$ cat config.mk
export PLATFORM = sky130hd
export DESIGN_NAME = adder33bit_reg
export DESIGN_NICKNAME = d
export VERILOG_FILES = /design/src/rtl/adder_pkg.sv /design/src/rtl/full_adder_cell.sv /design/src/rtl/adder33bit_reg.sv
export SDC_FILE = /design/constraint.sdc
export NUM_CORES = 1
export LEC_CHECK = 0
export BUFFER_PORTS_ARGS = -buffer_cell sky130_fd_sc_hd__buf_2
export CAP_MARGIN = 0
export CORE_ASPECT_RATIO = 1.2
export CORE_UTILIZATION = 46
export CTS_CLUSTER_DIAMETER = 30
export CTS_CLUSTER_SIZE = 8
export DETAILED_ROUTE_END_ITERATION = 10
export PLACE_DENSITY = 0.89
export SLEW_MARGIN = 10
export SYNTH_ARGS = -nofsm -noshare
export SYNTH_HDL_FRONTEND = slang
export SYNTH_SLANG_ARGS = --single-unit
$ cat constraint.sdc
create_clock -name clk -period 0.9 [get_ports clk]
set_input_delay 0.045 -clock clk [delete_from_list [all_inputs] [get_ports clk]]
set_output_delay 0.045 -clock clk [all_outputs]
set_load 0.01 [all_outputs]
$ cat src/rtl/adder_pkg.sv
// Shared widths and types for the registered 33-bit adder used by the
// Booth shift-add multiplier datapath.
package adder_pkg;

    localparam int ADD_W      = 33;
    localparam int SLICE_W    = 8;
    localparam int NUM_SLICES = (ADD_W - 1) / SLICE_W;

    typedef logic [ADD_W-1:0] word33_t;

endpackage : adder_pkg

$ cat src/rtl/full_adder_cell.sv
// Single-bit full adder, the building block of the ripple-carry chain.
module full_adder_cell (
    input  logic a,
    input  logic b,
    input  logic ci,
    output logic s,
    output logic co
);

    assign s  = a ^ b ^ ci;
    assign co = (a & b) | (ci & (a ^ b));

endmodule : full_adder_cell

$ cat src/rtl/adder33bit_reg.sv
// Registered 33-bit two's-complement ripple-carry adder with carry-out and
// signed-overflow flags; one-cycle latency, one operation per cycle.
module adder33bit_reg
    import adder_pkg::*;
#(
    parameter int WIDTH = ADD_W
) (
    input  logic             clk,
    input  logic             rst_n,
    input  logic             in_valid,
    input  logic [WIDTH-1:0] a,
    input  logic [WIDTH-1:0] b,
    input  logic             cin,
    output logic [WIDTH-1:0] s,
    output logic             cout,
    output logic             ovf,
    output logic             out_valid
);

    word33_t sum_s;
    logic    c32_in_s;
    logic    c32_out_s;

    // Each cell owns its carry-in net so the ripple chain is a series of
    // distinct signals rather than a self-referencing vector.
    for (genvar k = 0; k < NUM_SLICES; k++) begin : g_slice
        for (genvar j = 0; j < SLICE_W; j++) begin : g_bit
            logic ci_s;
            logic co_s;

            if (j > 0) begin : g_ci_chain
                assign ci_s = g_bit[j-1].co_s;
            end else if (k > 0) begin : g_ci_slice
                assign ci_s = g_slice[k-1].g_bit[SLICE_W-1].co_s;
            end else begin : g_ci_first
                assign ci_s = cin;
            end

            full_adder_cell u_fa (
                .a  (a[k*SLICE_W+j]),
                .b  (b[k*SLICE_W+j]),
                .ci (ci_s),
                .s  (sum_s[k*SLICE_W+j]),
                .co (co_s)
            );
        end
    end

    assign c32_in_s = g_slice[NUM_SLICES-1].g_bit[SLICE_W-1].co_s;

    full_adder_cell u_fa_msb (
        .a  (a[ADD_W-1]),
        .b  (b[ADD_W-1]),
        .ci (c32_in_s),
        .s  (sum_s[ADD_W-1]),
        .co (c32_out_s)
    );

    word33_t s_d, s_q;
    logic    cout_d, cout_q;
    logic    ovf_d, ovf_q;
    logic    valid_d, valid_q;

    // Capture a new result on valid, otherwise hold the last one.
    always_comb begin
        s_d     = s_q;
        cout_d  = cout_q;
        ovf_d   = ovf_q;
        valid_d = 1'b0;
        if (in_valid) begin
            s_d     = sum_s;
            cout_d  = c32_out_s;
            ovf_d   = c32_in_s ^ c32_out_s;
            valid_d = 1'b1;
        end else begin
            valid_d = 1'b0;
        end
    end

    // Output and valid registers, cleared asynchronously.
    always_ff @(posedge clk or negedge rst_n) begin
        if (!rst_n) begin
            s_q     <= {ADD_W{1'b0}};
            cout_q  <= 1'b0;
            ovf_q   <= 1'b0;
            valid_q <= 1'b0;
        end else begin
            s_q     <= s_d;
            cout_q  <= cout_d;
            ovf_q   <= ovf_d;
            valid_q <= valid_d;
        end
    end

    assign s         = s_q;
    assign cout      = cout_q;
    assign ovf       = ovf_q;
    assign out_valid = valid_q;

endmodule : adder33bit_reg

# Word-level counts from Yosys, hierarchy flattened
# Cells that the tools add are included.
word_totals:
  register_bits: 36
  inputBits: 70
  wordCells: 171
op_classes:
  muxes: 1
  bitwise: 166
op_table:
  columns: ["operator", "n"]
  rows:
  - ["$xor 1x1->1", 67]
  - ["$and 1x1->1", 66]
  - ["$or 1x1->1", 33]
  - ["$mux 1", 1]

# Depth between registers and ports, before layout
logic_depth:
  word_depth: 68
  ltp_mapped: 38
  ltp_nobuf: 38

# Cells and area by module
# Synthesis repeated with hierarchy kept, for this count alone.
unflattened:
  cells_unflattened: 110
  area_unflattened_um2: 2138.3
modules_own_cells:
  columns: ["module", "instances", "cells_per_inst", "area_each_um2"]
  rows:
  - ["adder33bit_reg", 1, 77, 1477.7]
  - ["full_adder_cell", 33, 1, 20.0]

# Worst setup path after synthesis
# Ideal clock, no wire load.
synth_path:
  path_type: "input-to-reg"
  startpoint: "in a[0]"
  endpoint: "reg ovf_q (netlist: ovf)"
  t_arrival_ns: 12.649
  required_time_ns: 0.775
  slack_ns: -11.874
  cell_stages: 38
  n_path_buf: 0
  path_cell_list: "inv_1 > fa_1 > inv_1 > fa_1 > fa_1 > fa_1 > fa_1 > fa_1 > fa_1 > fa_1 > fa_1 > fa_1 > fa_1 > fa_1 > fa_1 > fa_1 > fa_1 > fa_1 > [... 2 more ...] > fa_1 > fa_1 > fa_1 > fa_1 > fa_1 > fa_1 > fa_1 > fa_1 > fa_1 > fa_1 > fa_1 > fa_1 > fa_1 > fa_1 > inv_1 > fa_1 > xnor2_1 > mux2_4"
synth_between:
  elab_chain_cells: 68
synth_lines:
  columns: ["item", "line_no", "text"]
  rows:
  - ["start, declared", "adder33bit_reg.sv:11", "input logic [WIDTH-1:0] a,"]
  - ["$xor 1x1->1", "full_adder_cell.sv:11", "assign co = (a & b) | (ci & (a ^ b));"]
  - ["$and 1x1->1", "full_adder_cell.sv:11", null]
  - ["$or 1x1->1 (*)", "full_adder_cell.sv:11", null]
  - ["$and 1x1->1 (*)", "full_adder_cell.sv:11", null]
  - ["$or 1x1->1 (*)", "full_adder_cell.sv:11", null]
  - ["$and 1x1->1 (*)", "full_adder_cell.sv:11", null]
  - ["$or 1x1->1 (*)", "full_adder_cell.sv:11", null]
  - ["$and 1x1->1 (*)", "full_adder_cell.sv:11", null]
  - ["[... 52 more ...]", null, null]
  - ["$or 1x1->1 (*)", "full_adder_cell.sv:11", null]
  - ["$and 1x1->1 (*)", "full_adder_cell.sv:11", null]
  - ["$or 1x1->1 (*)", "full_adder_cell.sv:11", null]
  - ["$and 1x1->1 (*)", "full_adder_cell.sv:11", null]
  - ["$or 1x1->1 (*)", "full_adder_cell.sv:11", null]
  - ["$and 1x1->1", "full_adder_cell.sv:11", null]
  - ["$or 1x1->1", "full_adder_cell.sv:11", null]
  - ["$xor 1x1->1 (*)", "adder33bit_reg.sv:73", "ovf_d = c32_in_s ^ c32_out_s;"]
  - ["end signal, assigned", "adder33bit_reg.sv:90", "ovf_q <= ovf_d;"]
  - ["end, declared", "adder33bit_reg.sv:61", "logic ovf_d, ovf_q;"]
# Every way passes the cells marked *; elsewhere a longest branch is shown, timed or not.
# A chain may end at the register's enable or synchronous reset.

# Final worst setup path
# Ends and elaborated chain as after synthesis.

==> summary.txt <==
status: complete, but fails checks
failing checks: setup timing
diode count: 0
Max Slew Vio Count: 0
Synth Net Count: 222
DRC: 0
Max Fclk: 85.2 MHz
clock slew at reported path FFs: 0.07 ns
Most common cell on crit path: fa_2
vias in the first global route: 1488
worst-path fanout max: 2
Pint: 4.12 mW
commonest non-fill, non-tap cell in the layout: buf_2
Port Buffer Count: 105
post-route cell area: 0.00303 mm²
highest-count cells in the layout ignoring fill and taps: 103 x buf_2, 36 x dfrtp_1, 33 x fa_2
worst rel slew slack: 87.0%
Worst setup SP type: input port
Worst Path Required: 1.08 ns
Slowest-stage cell, CP: fa_2
biggest area consumer among synthesized cells: dfrtp_1
fin util: 70.6%
YS warnings: 0
count of cell types in the netlist: 10
Pwr per Cell Area: 1900 mW/mm²
sequential area share after synthesis: 43.4%
NetSw: 1.62 mW
drt via density: 4.78
kind of critical path: in2reg
routed length per instance: 15.7 µm
FF+latch count, synth: 36
total grt overflow: 0
DIE AREA: 0.00478 mm²
Final Cycle Share: 1300%
Sw Share: 28.2%
placed cell areas: 0.00281 mm²
Post-Syn Area: 0.00207 mm²
MaxCap Viol Count: 0
Period minus WS final: 11.74 ns
DRT Pass-1 Iters: 3
H-Tree Depth: 2
Fin. Hold Viols: 0
GPL Wtd Cong: 0.667
share of layout cells above drive strength 1: 80.8%
first-pass GRT wire length: 7200 µm
Clock Skews: 0 ns
LEAKAGE: 1.47 nW
Hold WS: 0.111 ns
Final nets: 336
RSZ-0062 raised after global routing: yes
Final Setup Violations: 34
Mapped Avg Cell Area: 17.4 µm²
CTS sink cnt: 36
top cells by area, synth: dfrtp_1 43%, fa_1 32%, mux2_4 10%
pin count of the biggest net entering global routing: 37
initial DRC count: 54
Seq pwr share: 38.3%
Clock Latency Late Sink: 0.29 ns
Num CTS Buffers: 5
Post-CTS Setup Repair Bufs: 0
Max Root-Sink Buffers: 2
Horiz. Die Dim: 63.3 µm
Hold Crit Class: in2reg
Yosys top cell area share: 43.4%
initial antenna violation count: 0
# rows: 26
worst path arrival time: 11.92 ns
DP Worst Slack: -11.25 ns
GRT Resource Usage Total: 21.3%
Antenna Nets Post-Route: 0
setup TNS: -196.52 ns
Die Ht: 75.6 µm
Logic pwr share: 34.8%
Worst Slack Setup Final: -10.84 ns
Slew @ Worst Pin: 0.195 ns
max incr delay on CP: 0.37 ns
HPWL after DPL: 3540 µm
Core Footprint: 0.00429 mm²
Clk network pwr share: 26.8%
Routed WL: 4550 µm
Worst VDD drop: 0.962 mV
IO Pins: 106
CTS tree: yes
post-synthesis cell count: 119
vias: 1386
Area Overhead vs Synth: 46.1%
critical path endpoint category: flip-flop
Starting Density: 48.3%
Root Driver: clkbuf_8
-- repair_timing --
item / CTS / global route
pin swaps: 0 / 1
setup endpoints to repair: 34 / 43
endpoints found under the hold margin: 36 / 0
resized for setup: 18 / 6
hold buffers: 1 / 0
-- critical path, delay by kind of cell --
family	cells	cell delay, ns
muxes	1	0.25
buffers and inverters	4	0.26
adders and majority gates	33	11.26
xor gates and xnor gates	1	0.06
-- cells in the mapped netlist, drive strengths merged --
| library cell | count |
|---|---|
| a21oi | 3 |
| dfrtp | 36 |
| fa | 33 |
| buf | 4 |
| xnor2 | 1 |
| nor2 | 3 |
| mux2 | 32 |
| inv | 7 |
-- metrics by stage --
step                      total power [mW]  cells
after floorplan                       3.17    119
after global placement                3.95    281
after detailed placement              4.06    281
after CTS                             5.75    290
after global routing                  6.10    290
final                                 5.75    290
-- power groups by stage --
stage               registers (mW)  logic [mW]  clock network, mW
finish                        2.20        2.00               1.54
global route                  2.25        2.19               1.66
CTS                           2.20        1.98               1.57
detailed placement            2.22        1.85                  0
global placement              2.20        1.75                  0
floorplan                     2.40       0.770                  0
-- cell families after synthesis --
logic type / after synthesis / synth area share, %
AND/OR/NAND/NOR: 3 / 0.543
buffers and inverters: 11 / 3.14
multiplexers: 32 / 19.9
AO/OA/AOI/OAI: 3 / 0.724
XOR/XNOR: 1 / 0.422
flip-flops: 36 / 43.4
adder cells (fa/ha/maj): 33 / 31.8
-- sequential cells by signal, indices dropped and copies added, names as in the netlist --
signal,flops
cout,1
ovf,1
out_valid,1
s,33
-- cell type report --
type	instances	area, µm²
Multi-Input combinational cell	72	1260
Clock inverter	1	30.0
Inverter	7	43.8
Clock buffer	7	96.3
Sequential cell	36	901
Timing Repair Buffer	111	627
Fill cell	313	1260
Tap cell	56	70.1
-- routing by layer --
layer | GRT usage [%] | vias up | wire (µm)
li1 | - | 616 | -
met1 | 23.6 | 701 | 1670
met2 | 39.2 | 63 | 2530
met3 | 5.99 | 6 | 289
met4 | 8.33 | 0 | 68
met5 | 0 | - | 0
-- worst paths after layout --
path	from	to	slack (ns)	depth (start not counted)
setup / recovery	a[0]	ovf	-10.84	39
hold / removal	in_valid	out_valid	0.11	2
setup reg to reg	s[6]	s[6]	0.11	1
hold reg to reg	s[4]	s[4]	0.51	1
max in group asynchronous	rst_n	s[3]	0.48	3
min in group asynchronous	rst_n	s[10]	0.24	3
Note: power is estimated with default switching activity, not from simulation.
